==> config.mk <==
export PLATFORM = sky130hd
export DESIGN_NAME = lsu_apb
export DESIGN_NICKNAME = d
export VERILOG_FILES = /design/src/rtl/lsu_apb.sv
export SDC_FILE = /design/constraint.sdc
export NUM_CORES = 1
export LEC_CHECK = 0
export CAP_MARGIN = 20
export CORE_MARGIN = 4
export CORE_UTILIZATION = 47
export CTS_BUF_LIST = sky130_fd_sc_hd__clkbuf_8
export DETAILED_ROUTE_END_ITERATION = 10
export PLACE_DENSITY = 0.88
export RECOVER_POWER = 25
export SYNTH_ARGS = -nofsm -noshare
export SYNTH_HDL_FRONTEND = slang
export SYNTH_SLANG_ARGS = --single-unit
==> constraint.sdc <==
create_clock -name clk -period 4.2 [get_ports clk]
set_input_delay 0.84 -clock clk [delete_from_list [all_inputs] [get_ports clk]]
set_output_delay 0.84 -clock clk [all_outputs]
set_load 0.1 [all_outputs]
==> src/rtl/lsu_apb.sv <==
// lsu_apb: single-outstanding load/store unit for the 32-bit RISC-V core.
// Each request is performed as one APB4 master transfer. Load results are
// aligned and extended, then presented for one cycle on the register-file
// write port. Misaligned or illegal requests skip the bus and only flag err.
module lsu_apb (
    input  logic        clk,
    input  logic        reset,
    input  logic        req_valid,
    output logic        req_ready,
    input  logic        req_store,
    input  logic [2:0]  req_funct3,
    input  logic [31:0] req_addr,
    input  logic [31:0] req_wdata,
    input  logic [4:0]  req_rd,
    output logic [31:0] paddr,
    output logic        psel,
    output logic        penable,
    output logic        pwrite,
    output logic [31:0] pwdata,
    output logic [3:0]  pstrb,
    input  logic [31:0] prdata,
    input  logic        pready,
    input  logic        pslverr,
    output logic        wb_we,
    output logic [4:0]  wb_rd,
    output logic [31:0] wb_data,
    output logic        busy,
    output logic        err
);

    typedef enum logic [1:0] {IDLE, SETUP, ACCESS, WB} state_t;

    state_t      state_q, state_d;
    logic        store_q;
    logic [2:0]  funct3_q;
    logic [31:0] addr_q;
    logic [31:0] wdata_q;
    logic [4:0]  rd_q;
    logic        err_q;
    logic [31:0] data_q;
    logic        accept;
    logic        req_bad;
    logic        xfer_done;

    // Illegal encodings and misaligned halfword/word addresses.
    function automatic logic is_bad(input logic store, input logic [2:0] f3,
                                    input logic [1:0] off);
        logic illegal;
        logic misaligned;
        illegal    = (store && f3[2]) || (f3 == 3'b011) || (f3 == 3'b110) || (f3 == 3'b111);
        misaligned = ((f3[1:0] == 2'b01) && off[0]) || ((f3[1:0] == 2'b10) && (off != 2'b00));
        return illegal || misaligned;
    endfunction

    // Replicate store data across every lane it may land in.
    function automatic logic [31:0] store_data(input logic [2:0] f3, input logic [31:0] wd);
        case (f3[1:0])
            2'b00:   return {4{wd[7:0]}};
            2'b01:   return {2{wd[15:0]}};
            default: return wd;
        endcase
    endfunction

    // Byte strobes for the addressed lane(s).
    function automatic logic [3:0] store_strb(input logic [2:0] f3, input logic [1:0] off);
        case (f3[1:0])
            2'b00:   return 4'b0001 << off;
            2'b01:   return 4'b0011 << off;
            default: return 4'b1111;
        endcase
    endfunction

    // Shift the addressed lane down, then sign- or zero-extend it.
    function automatic logic [31:0] load_extend(input logic [2:0] f3, input logic [1:0] off,
                                                input logic [31:0] rdata);
        logic        [31:0] lane;
        logic signed [7:0]  b8;
        logic signed [15:0] h16;
        lane = rdata >> {off, 3'b000};
        b8   = lane[7:0];
        h16  = lane[15:0];
        case (f3)
            3'b000:  return 32'(b8);
            3'b001:  return 32'(h16);
            3'b100:  return {24'd0, lane[7:0]};
            3'b101:  return {16'd0, lane[15:0]};
            default: return lane;
        endcase
    endfunction

    assign accept    = (state_q == IDLE) && req_valid;
    assign req_bad   = is_bad(req_store, req_funct3, req_addr[1:0]);
    assign xfer_done = (state_q == ACCESS) && pready;

    // State register; reset aborts any transfer in flight.
    always_ff @(posedge clk) begin
        if (reset) state_q <= IDLE;
        else       state_q <= state_d;
    end

    // Error flag: set on a bad request at accept, or by pslverr at transfer end.
    always_ff @(posedge clk) begin
        if (reset)          err_q <= 1'b0;
        else if (accept)    err_q <= req_bad;
        else if (xfer_done) err_q <= pslverr;
    end

    // Request latch; data only, qualified by the state for every output use.
    always_ff @(posedge clk) begin
        if (accept) begin
            store_q  <= req_store;
            funct3_q <= req_funct3;
            addr_q   <= req_addr;
            wdata_q  <= req_wdata;
            rd_q     <= req_rd;
        end
    end

    // Load result capture on the completing ACCESS edge.
    always_ff @(posedge clk) begin
        if (xfer_done) data_q <= load_extend(funct3_q, addr_q[1:0], prdata);
    end

    // Next state and state-decoded outputs.
    always_comb begin
        state_d   = state_q;
        req_ready = 1'b0;
        busy      = 1'b1;
        psel      = 1'b0;
        penable   = 1'b0;
        pwrite    = 1'b0;
        paddr     = 32'd0;
        pwdata    = 32'd0;
        pstrb     = 4'd0;
        wb_we     = 1'b0;
        wb_rd     = 5'd0;
        wb_data   = 32'd0;
        err       = 1'b0;
        case (state_q)
            IDLE: begin
                req_ready = 1'b1;
                busy      = 1'b0;
                if (req_valid) state_d = req_bad ? WB : SETUP;
            end
            SETUP: begin
                psel    = 1'b1;
                state_d = ACCESS;
            end
            ACCESS: begin
                psel    = 1'b1;
                penable = 1'b1;
                if (pready) state_d = WB;
            end
            WB: begin
                wb_we   = !store_q && !err_q && (rd_q != 5'd0);
                wb_rd   = rd_q;
                wb_data = wb_we ? data_q : 32'd0;
                err     = err_q;
                state_d = IDLE;
            end
            default: state_d = IDLE;
        endcase
        if (psel) begin
            pwrite = store_q;
            paddr  = {addr_q[31:2], 2'b00};
            if (store_q) begin
                pwdata = store_data(funct3_q, wdata_q);
                pstrb  = store_strb(funct3_q, addr_q[1:0]);
            end
        end
    end

endmodule
==> flow_summary_export.csv <==
group,metric,value,unit
layout,fillers,757,
clocking,clock-root-buffer,"sky130_fd_sc_hd__clkbuf_8",
timing,slew_headroom,32.4,%
clocking,worstSkewPairLatency,370,ps
drt,drt_first_iter_violations,264,
layout,design.final.nets,746,
layout,most-common-layout-cells,"105 x sky130_fd_sc_hd__edfxtp_1, 80 x sky130_fd_sc_hd__dlygate4sd3_1, 80 x sky130_fd_sc_hd__buf_4",
layout,multi_input_comb_area,1800,um^2
clocking,cts.sink_count,108,
layout,areaGrowthSynthToFinish,49.8,%
drt,routedLengthMet1,5540,um
global_route,vias_in_the_first_global_route,4292,
setup_path,timing.reg2reg.setup_slack,1910,ps
timing,final_setup_violation_count,0,
drt,detail_route.drc_violations,0,
job,max-cap-violations,0,
setup_path,worst_setup_path_start_kind,"flop",
setup_path,worst_setup_path_end_kind,"output port",
floorplan,total_die_area,12800,um^2
timing,fin_crit,3310,ps
hold_path,min_path_cells,2,
setup_path,cp_data_arrival_time,2470,ps
setup_path,r2r.worst_path.cells,5,
floorplan,die_boundary_height,113,um
timing,setup-tns-final,0,ps
drt,wire_per_inst,19.4,um
layout,final_common_cell,"sky130_fd_sc_hd__edfxtp_1",
synth,compound_gate_fraction_of_synth_area,7.14,%
place,port_buffers,219,
synth,synth-adder-area-share,0.723,%
place,place.detailed.instances,762,
hold_path,hold_path_end,"state_q[0]$_SDFFE_PP0P_",
drt,drt_first_pass_iters,4,
layout,finalNonFillerCells,785,
synth,synthDominantCellAreaShare,60.8,%
drt,postRouteAntennaNets,0,
synth,xor_and_xnor_fraction_of_the_mapped_netlist_area,0,%
timing,grt_setup_unrepaired,"no",
floorplan,boundaryPins,222,
timing,final.setup_skew,13.4,ps
clocking,clockBufferDepth,2,
synth,synthSimpleGateAreaFrac,19.7,%
synth,synth-async-reset-ratio,0,%
setup_path,critical_path_peak_fanout,16,
global_route,grt_antenna_before_repair,6,
synth,synth_edf_count,105,
timing,min_period_over_period,78.9,%
synth,syn-mean-instance-area,12.3,um^2
synth,synth_top_cells_by_area,"sky130_fd_sc_hd__edfxtp_1 61%, sky130_fd_sc_hd__mux2i_1 6.9%, sky130_fd_sc_hd__and2_4 4.9%",
synth,synth_warnings,0,
hold_path,hp-class,"reg -> reg",
setup_path,worst_r2r_startpoint,"addr_q[0]$_DFFE_PP_",
drt,wirelength,15200,um
synth,syn-cell-area,5190,um^2
synth,synth.largest_area_cell,"sky130_fd_sc_hd__edfxtp_1",
clocking,clk_transition_reported_paths,110,ps
setup_path,data_required_time_of_the_critical_path,3360,ps
timing,final-max-slew-violation-count,0,
global_route,grt_max_degree,46,
clocking,cts_post_setup_buffers_inserted,0,
synth,postSynth.topFlopCell,"sky130_fd_sc_hd__edfxtp_1",
synth,netlist_instances,422,
status,status,"finished clean",
synth,post_synth_mux_area_share,6.94,%
global_route,grt_usage,23.7,%
layout,sequential_area,3210,um^2
floorplan,core_area,10800,um^2
clocking,cts_tree,"yes",
global_route,remaining_overflow_grt,0,
clocking,cts_made_buffers,9,
synth,ys_seq_elements,108,
drt,vias_per_cell,5.15,
place,dp_hpwl,11500,um
place,gp_congestion,0.864,
global_route,wire_length_of_the_first_global_routing_pass,23200,um
timing,max_freq,302,MHz
layout,layout-drive-gt1-share,25.9,%
drt,met3_wirelength,1510,um
drt,num_vias,4039,
synth,dominant_combinational_cell_family_by_area_after_synthesis,"simple AND/OR/NAND/NOR gates",
clocking,cts_max_level,3,
clocking,cts-resized-gates,0,
timing,worstMarginPinSlew,1010,ps
floorplan,initial_core_utilization,47.9,%
setup_path,criticalPathCategory,"reg -> out",
floorplan,die_x,113,um
setup_path,timing.rr.end,"data_q[19]$_DFFE_PP_",
floorplan,row_count,38,
synth,sequential_cell_area_fraction_in_the_yosys_report,61.9,%
drt,top_signal_layer_used,"met4",
clocking,holdBufCountCts,0,
hold_path,hp-start,"state_q[0]$_SDFFE_PP0P_",
timing,final_hold_viol_count,0,
drt,dr_wl_met2,7650,um
synth,yosysUniqueCellTypes,36,
## area by class of cell
class,count,share of cell area (%)
sequential,108,41.3
timing repair buffer,227,30.4
tap,140,2.25
clock inverter,7,0.724
multi-input combinational,280,23.2
inverter,7,0.338
antenna,7,0.225
clock buffer,9,1.59
## how the worst max path moves through the flow
| stage | startpoint | end | slack, ps | cells after the start |
|---|---|---|---|---|
| floorplan | state_q[1]$_SDFFE_PP0P_ | pwdata[22] | 210 | 6 |
| global placement | funct3_q[0]$_DFFE_PP_ | pwdata[11] | 1380 | 5 |
| detailed placement | funct3_q[0]$_DFFE_PP_ | pwdata[9] | 1320 | 5 |
| CTS | funct3_q[0]$_DFFE_PP_ | pwdata[11] | 880 | 5 |
| global route | funct3_q[0]$_DFFE_PP_ | pwdata[11] | 660 | 5 |
| finish | funct3_q[0]$_DFFE_PP_ | pwdata[11] | 890 | 5 |
## Yosys cell counts (all sizes together), types with 2 or more instances
master and number:
edfxtp 105, clkbuf 7, nand2 34, buf 21
nor2 50, ha 3, a211oi 16, and3 8
dfxtp 3, o21ai 9, mux2i 36, nand2b 2
and2 70, nor3 2, nand3b 2, inv 7
a21oi 27, nor2b 9
## logic make-up (layout without fill, tap and decap cells)
family | count (synthesis) | in the layout
and+or+nand+nor | 180 | 180
other | 1 | 9
muxes | 36 | 36
adders and majority gates | 3 | 3
buffers and inverters | 35 | 250
DFF | 108 | 108
AOI/OAI and AO/OA | 59 | 59
## metrics by stage
step	utilization [%]	worst slack, ps	hold slack (ps)	area [um^2]
2_1_floorplan	-	214	491	5190
3_3_place_gp	69.9	1380	503	7580
3_5_place_dp	69.9	1320	530	7580
4_1_cts	71.6	878	546	7760
5_1_grt	71.7	664	578	7770
6_report	71.7	886	541	7770
## per-layer routing
layer / vias to the layer above / track usage, %
met1: 1863 / 26.6
met4: 0 / 10.6
met5: - / 0
met2: 227 / 41.2
li1: 1915 / -
met3: 34 / 7.54
## critical path: stages (launching register included)
cell                       delay [ps]
sky130_fd_sc_hd__edfxtp_1         700
sky130_fd_sc_hd__nor2_1           570
sky130_fd_sc_hd__buf_4            280
sky130_fd_sc_hd__nand2_1           80
sky130_fd_sc_hd__a21oi_1          240
sky130_fd_sc_hd__buf_12           220
## registers in the layout, indices dropped and copies added (netlist names)
name / count
addr_q: 32
data_q: 32
err_q: 1
funct3_q: 3
rd_q: 5
state_q: 2
store_q: 1
wdata_q: 32
Power is left out: the tool's default activity adds up to more than one toggle a clock period on the data nets, which glitch-free logic cannot reach.
